--- src/rtl/sram_arbiter2_pkg.sv ---
// Shared types for the two-port SRAM arbiter: request bundle, FSM states
// and the port count.
package sram_arbiter2_pkg;

    localparam int SRAM_ARB_PORTS       = 2;
    localparam int CFG_SYSBUS_ADDR_BITS = 32;

    typedef struct packed {
        logic [CFG_SYSBUS_ADDR_BITS-1:0] addr;
        logic                            write;
        logic [7:0]                      wstrb;
        logic [63:0]                     wdata;
        logic                            last;
    } sram_req_type;

    typedef enum logic [1:0] {
        IDLE  = 2'd0,
        LOCK0 = 2'd1,
        LOCK1 = 2'd2
    } arb_state_e;

endpackage

--- src/rtl/rr_arbiter2.sv ---
// Combinational two-way round-robin grant with an optional lock that pins
// the grant to one port (used to keep bursts contiguous).
module rr_arbiter2 (
    input  logic [1:0] valid,
    input  logic       rr_last,
    input  logic       lock_en,
    input  logic       lock_idx,
    output logic [1:0] grant
);

    // Locked: only the owner may go. Unlocked: single requester wins, ties go
    // to the port that was not served last.
    always_comb begin
        grant = 2'b00;
        if (lock_en) begin
            grant[lock_idx] = valid[lock_idx];
        end else if (valid == 2'b11) begin
            grant = rr_last ? 2'b01 : 2'b10;
        end else begin
            grant = valid;
        end
    end

endmodule

--- src/rtl/sram_arbiter2.sv ---
// Two-requester arbiter in front of a single-port byte-strobed SRAM with
// 1-cycle read latency. Round-robin between ports, burst lock until the
// req_last beat, response pulse routed back one cycle after acceptance.
// Optional statistics counters are enabled with SRAM_ARBITER2_STAT_EN.
module sram_arbiter2
    import sram_arbiter2_pkg::*;
#(
    parameter int abits       = 17,
    parameter int log2_dbytes = 3
) (
    input  logic                        clk,
    input  logic                        nrst,
    input  logic [1:0]                  i_req_valid,
    output logic [1:0]                  o_req_ready,
    input  logic [1:0][abits-1:0]       i_req_addr,
    input  logic [1:0]                  i_req_write,
    input  logic [1:0][7:0]             i_req_wstrb,
    input  logic [1:0][63:0]            i_req_wdata,
    input  logic [1:0]                  i_req_last,
    output logic [1:0]                  o_resp_valid,
    output logic [(8<<log2_dbytes)-1:0] o_resp_rdata,
    output logic [abits-1:0]            o_sram_addr,
    output logic                        o_sram_we,
    output logic [7:0]                  o_sram_wstrb,
    output logic [(8<<log2_dbytes)-1:0] o_sram_wdata,
`ifdef SRAM_ARBITER2_STAT_EN
    output logic [1:0][31:0]            o_stat_grant,
    output logic [31:0]                 o_stat_conflict,
`endif
    input  logic [(8<<log2_dbytes)-1:0] i_sram_rdata
);

    sram_req_type [SRAM_ARB_PORTS-1:0] req;
    sram_req_type                      sel;
    arb_state_e                        state_q, state_d;
    logic                              rr_last_q, rr_last_d;
    logic [1:0]                        resp_pend_q, resp_pend_d;
    logic [1:0]                        grant_raw, grant;
    logic                              any_grant;
    logic                              unused_addr_hi;

    // Bundle per-port request fields into the shared request struct.
    always_comb begin
        req = '0;
        for (int n = 0; n < SRAM_ARB_PORTS; n++) begin
            req[n].addr  = CFG_SYSBUS_ADDR_BITS'(i_req_addr[n]);
            req[n].write = i_req_write[n];
            req[n].wstrb = i_req_wstrb[n];
            req[n].wdata = i_req_wdata[n];
            req[n].last  = i_req_last[n];
        end
    end

    rr_arbiter2 u_rr (
        .valid    (i_req_valid),
        .rr_last  (rr_last_q),
        .lock_en  (state_q != IDLE),
        .lock_idx (state_q == LOCK1),
        .grant    (grant_raw)
    );

    // Nothing is granted while reset is held, even if requests are valid.
    assign grant     = nrst ? grant_raw : 2'b00;
    assign any_grant = |grant;
    assign sel       = grant[1] ? req[1] : req[0];

    assign o_req_ready    = grant;
    assign o_resp_valid   = nrst ? resp_pend_q : 2'b00;
    assign o_resp_rdata   = i_sram_rdata;
    assign o_sram_addr    = sel.addr[abits-1:0];
    assign o_sram_we      = any_grant & sel.write;
    assign o_sram_wstrb   = any_grant ? sel.wstrb : 8'h00;
    assign o_sram_wdata   = sel.wdata;
    assign unused_addr_hi = ^sel.addr[CFG_SYSBUS_ADDR_BITS-1:abits];

    // Next-state: accepted beat updates round-robin history and burst lock.
    always_comb begin
        state_d     = state_q;
        rr_last_d   = rr_last_q;
        resp_pend_d = grant;
        if (any_grant) begin
            rr_last_d = grant[1];
            if (sel.last) begin
                state_d = IDLE;
            end else begin
                state_d = grant[1] ? LOCK1 : LOCK0;
            end
        end
    end

    // Arbiter state; reset releases any lock and drops pending responses.
    always_ff @(posedge clk) begin
        if (!nrst) begin
            state_q     <= IDLE;
            rr_last_q   <= 1'b1;
            resp_pend_q <= 2'b00;
        end else begin
            state_q     <= state_d;
            rr_last_q   <= rr_last_d;
            resp_pend_q <= resp_pend_d;
        end
    end

`ifdef SRAM_ARBITER2_STAT_EN
    logic [1:0][31:0] stat_grant_q, stat_grant_d;
    logic [31:0]      stat_conflict_q, stat_conflict_d;

    // Free-running wrap-around counters: accepted beats per port and
    // unlocked cycles where both ports competed.
    always_comb begin
        for (int n = 0; n < SRAM_ARB_PORTS; n++) begin
            stat_grant_d[n] = stat_grant_q[n] + 32'(grant[n]);
        end
        stat_conflict_d = stat_conflict_q
                        + 32'((state_q == IDLE) && (i_req_valid == 2'b11));
    end

    // Statistics registers.
    always_ff @(posedge clk) begin
        if (!nrst) begin
            stat_grant_q    <= '0;
            stat_conflict_q <= '0;
        end else begin
            stat_grant_q    <= stat_grant_d;
            stat_conflict_q <= stat_conflict_d;
        end
    end

    assign o_stat_grant    = stat_grant_q;
    assign o_stat_conflict = stat_conflict_q;
`endif

endmodule

--- config.mk ---
export PLATFORM = sky130hd
export DESIGN_NAME = sram_arbiter2
export DESIGN_NICKNAME = d
export VERILOG_FILES = /design/src/rtl/sram_arbiter2_pkg.sv /design/src/rtl/rr_arbiter2.sv /design/src/rtl/sram_arbiter2.sv
export SDC_FILE = /design/constraint.sdc
export NUM_CORES = 1
export LEC_CHECK = 0
export BUFFER_PORTS_ARGS = -buffer_cell sky130_fd_sc_hd__buf_2
export CORE_AREA = 2 2 157 159
export DETAILED_ROUTE_END_ITERATION = 10
export DIE_AREA = 0 0 159 161
export HOLD_SLACK_MARGIN = 0.1
export PLACE_DENSITY = 0.44
export SLEW_MARGIN = 20
export SYNTH_ARGS = -nofsm -noshare
export SYNTH_HDL_FRONTEND = slang
export SYNTH_SLANG_ARGS = --single-unit
--- constraint.sdc ---
create_clock -name clk -period 1.5 [get_ports clk]
set_input_delay 0.225 -clock clk [delete_from_list [all_inputs] [get_ports clk]]
set_output_delay 0.225 -clock clk [all_outputs]
set_load 0.02 [all_outputs]
==> summary.md <==
| Metric | Value |
|---|---|
| Status | `complete, but fails checks` |
| Failing checks | `negative setup slack` |
| Final core occ | `0.166` |
| Netlist cell types | `27` |
| Unrepaired setup endpoints after global routing | `true` |
| Routability cong. | `around 0.72` |
| Critical Path Max Stage Delay | `0.33 ns` |
| Nets | `697` |
| Cts bufs inserted | `3` |
| Worst-skew pair later-pin latency | `0.23 ns` |
| Gate Count Post-Synth | `between 200 and 250` |
| Reg2Reg Setup Slack | `0.12 ns` |
| Number of global-route vias before repair | `~2400` |
| Largest net degree at the start of global routing | `24` |
| Setup Total Neg Slack | `-30.09 ns` |
| WL/cell | `approximately 13 um` |
| Layout area overhead | `81.0%` |
| Multi-input logic area | `1570 um2` |
| Fin crit share | `1.25` |
| Slack of the critical path | `-0.378 ns` |
| Drt first pass iters | `4` |
| Worst-path cell chain | `and3b_2 -> nand2_8 -> buf_12 -> mux2_4 -> buf_2` |
| DP Area | `3660 um2` |
| Number of diodes | `0` |
| Global-route wire length before repair | `around 13000 um` |
| Nature of the critical path endpoint | `output port` |
| PwrDens | `~500 nW/um2` |
| Via total after detailed routing | `approximately 2500` |
| Core area | `between 20000 and 25000 um2` |
| Die X | `about 160 um` |
| Max IR drop VDD | `between 0.0002 and 0.00025 V` |
| Worst-Margin Slew | `~0.54 ns` |
| Initial antenna violation count | `0` |
| Die area | `approximately 26000 um2` |
| Top cells by area, synth | `mux2_4 47%, buf_4 22%, mux2_1 6.2%` |
| Share of layout cells above drive strength 1 | `0.910` |
| CTS Hold Bufs | `0` |
| Endpoints failing hold | `0` |
| Starting density of the core | `0.0916` |
| Syn Nets | `467` |
| Crit-path slowest cell | `mux2_4` |
| Fill cells | `between 2000 and 3000` |
| Crit-path max FO | `21` |
| Post-DP HPWL | `approximately 8600 um` |
| ANT nets after route | `0` |
| Final wirelength | `roughly 9600 um` |
| Post-synthesis average cell area | `10.1 um2` |
| Post-Synthesis Cell Area | `2190 um2` |
| Rel. slew slack | `0.640` |
| Required time of the critical path | `roughly 1.3 ns` |
| Max Clock Freq | `around 0.53 GHz` |
| Clk buf depth | `2` |
| # H-tree levels | `1` |
| Vias per cell | `3.26` |
| Yosys reg bits | `5` |
| Synth top area share | `0.472` |
| CTS root buf | `clkbuf_16` |
| CP Class | `reg2out` |
| Io pins | `just over 400` |
| Final instance area | `3970 um2` |
| CTS tree | `built` |
| Crit path arrival time | `1.65 ns` |
| # setup viols final | `91` |
| Max cap viols | `0` |
| DR DRC count | `0` |
| Dpl ws | `-0.246 ns` |
| IO buf count | `roughly 280` |
| Total gr overflow | `0` |
| Cell taking the most area after synthesis | `mux2_4` |
| Sequential cell area | `103 um2` |
| Seq/Total Area, Yosys | `0.0456` |
| Startpoint Class | `flop` |
| Number of DRC markers in iteration 0 | `107` |
| Clock-pin slew on the worst setup and hold paths | `0.03 ns` |
| Yosys warns | `0` |
| Clk sink count | `5` |
| Worst clock skew | `about 0.00048 ns` |
| FP Rows | `57` |
| Die Y | `about 160 um` |
| Total Routing Usage GR | `0.0659` |
| Min Tclk post-route | `between 1.5 and 2 ns` |
| Leak | `2.20 nW` |
| Worst hold path class | `in2reg` |
| Final Max Slew Viols | `0` |
==> area by class of cell <==
type	count	share of cell area
repair buffers	302	0.453
multi-input cells	130	0.394
well taps	324	0.102
flip-flops and latches	5	0.0258
clock buffers	4	0.0198
inverters	5	0.00472
==> worst max-delay path, delay by kind of cell, from the launching register on <==
kind / cells / cell delay, ns
buffers and inverters: 2 / 0.38
multiplexers: 1 / 0.33
AND/OR/NAND/NOR: 2 / 0.39
flip-flops: 1 / 0.31
==> cells by family after synthesis <==
kind of cell	Yosys count	synth area share
mux	81	0.534
buf+inv	82	0.281
simple gates	23	0.0616
compound gates	26	0.0787
flops	5	0.0456
==> per-stage QoR <==
| stage | hold WS, ns | cells | power (mW) |
|---|---|---|---|
| 3_5_place_dp | 0.432 | 764 | 1.45 |
| 2_1_floorplan | 0.312 | 217 | 1.17 |
| 4_1_cts | 0.199 | 770 | 1.98 |
| 6_report | 0.193 | 770 | 1.98 |
| 3_3_place_gp | 0.421 | 764 | 1.46 |
| 5_1_grt | 0.209 | 770 | 2.08 |
==> registers in the layout, summed over array words and instances (netlist names) <==
register	flops
state_q	2
resp_pend_q	2
rr_last_q	1
==> placed cells by master (no fill, tap or decap), drive strengths merged, types with 2 or more instances in the layout <==
master / n
and2: 2
and3b: 2
dfxtp: 5
nand3: 9
mux2: 81
inv: 5
nand2b: 2
clkbuf: 4
a21oi: 3
nand3b: 2
nand2: 2
o21ai: 9
nor2: 2
a211oi: 10
buf: 302
==> worst paths after layout <==
check,from,endpoint,depth (start not counted)
hold / removal,i_req_last[0],state_q[0],2
setup reg to reg,state_q[0],state_q[0],5
setup / recovery,state_q[0],o_sram_addr[2],5
hold reg to reg,state_q[0],resp_pend_q[0],3
==> per-layer routing <==
metal,up-vias,part of all wire,track usage
met4,0,0.025,0.0227
met2,218,0.47,0.113
met5,-,0,0
met1,1115,0.37,0.0710
li1,1164,-,-
met3,16,0.13,0.0324
==> synthesized netlist by cell type <==
| library cell | number |
|---|---|
| mux2_1 | 12 |
| o21a_1 | 1 |
| nor2b_1 | 1 |
| nand2_2 | 1 |
| a21oi_1 | 3 |
| and3b_1 | 2 |
| mux2_4 | 69 |
| a31oi_1 | 1 |
| buf_2 | 3 |
| nor2_1 | 2 |
| o21ai_1 | 9 |
| dfxtp_1 | 5 |
| nand3b_1 | 1 |
| a211o_1 | 1 |
| inv_1 | 3 |
| and2_1 | 2 |
| nor3_1 | 1 |
| buf_6 | 8 |
| nand2b_1 | 2 |
| nand3_1 | 9 |
| nand2_1 | 1 |
| inv_2 | 2 |
| nand3b_2 | 1 |
| buf_4 | 65 |
| clkbuf_1 | 1 |
| a211oi_1 | 10 |
| a2111oi_2 | 1 |
==> power by group <==
group	internal, mW	switching (mW)
clock network	0.352	0.0861
registers	0.144	0.00421
logic	0.738	0.660
==> timing repair <==
action	in CTS	in global routing
gates cloned	1	0
resized for setup	49	18
endpoints found under the setup margin	91	93
buffers inserted	1	0
pin swaps	3	1
No activity file was read; power rests on OpenSTA's default activity.
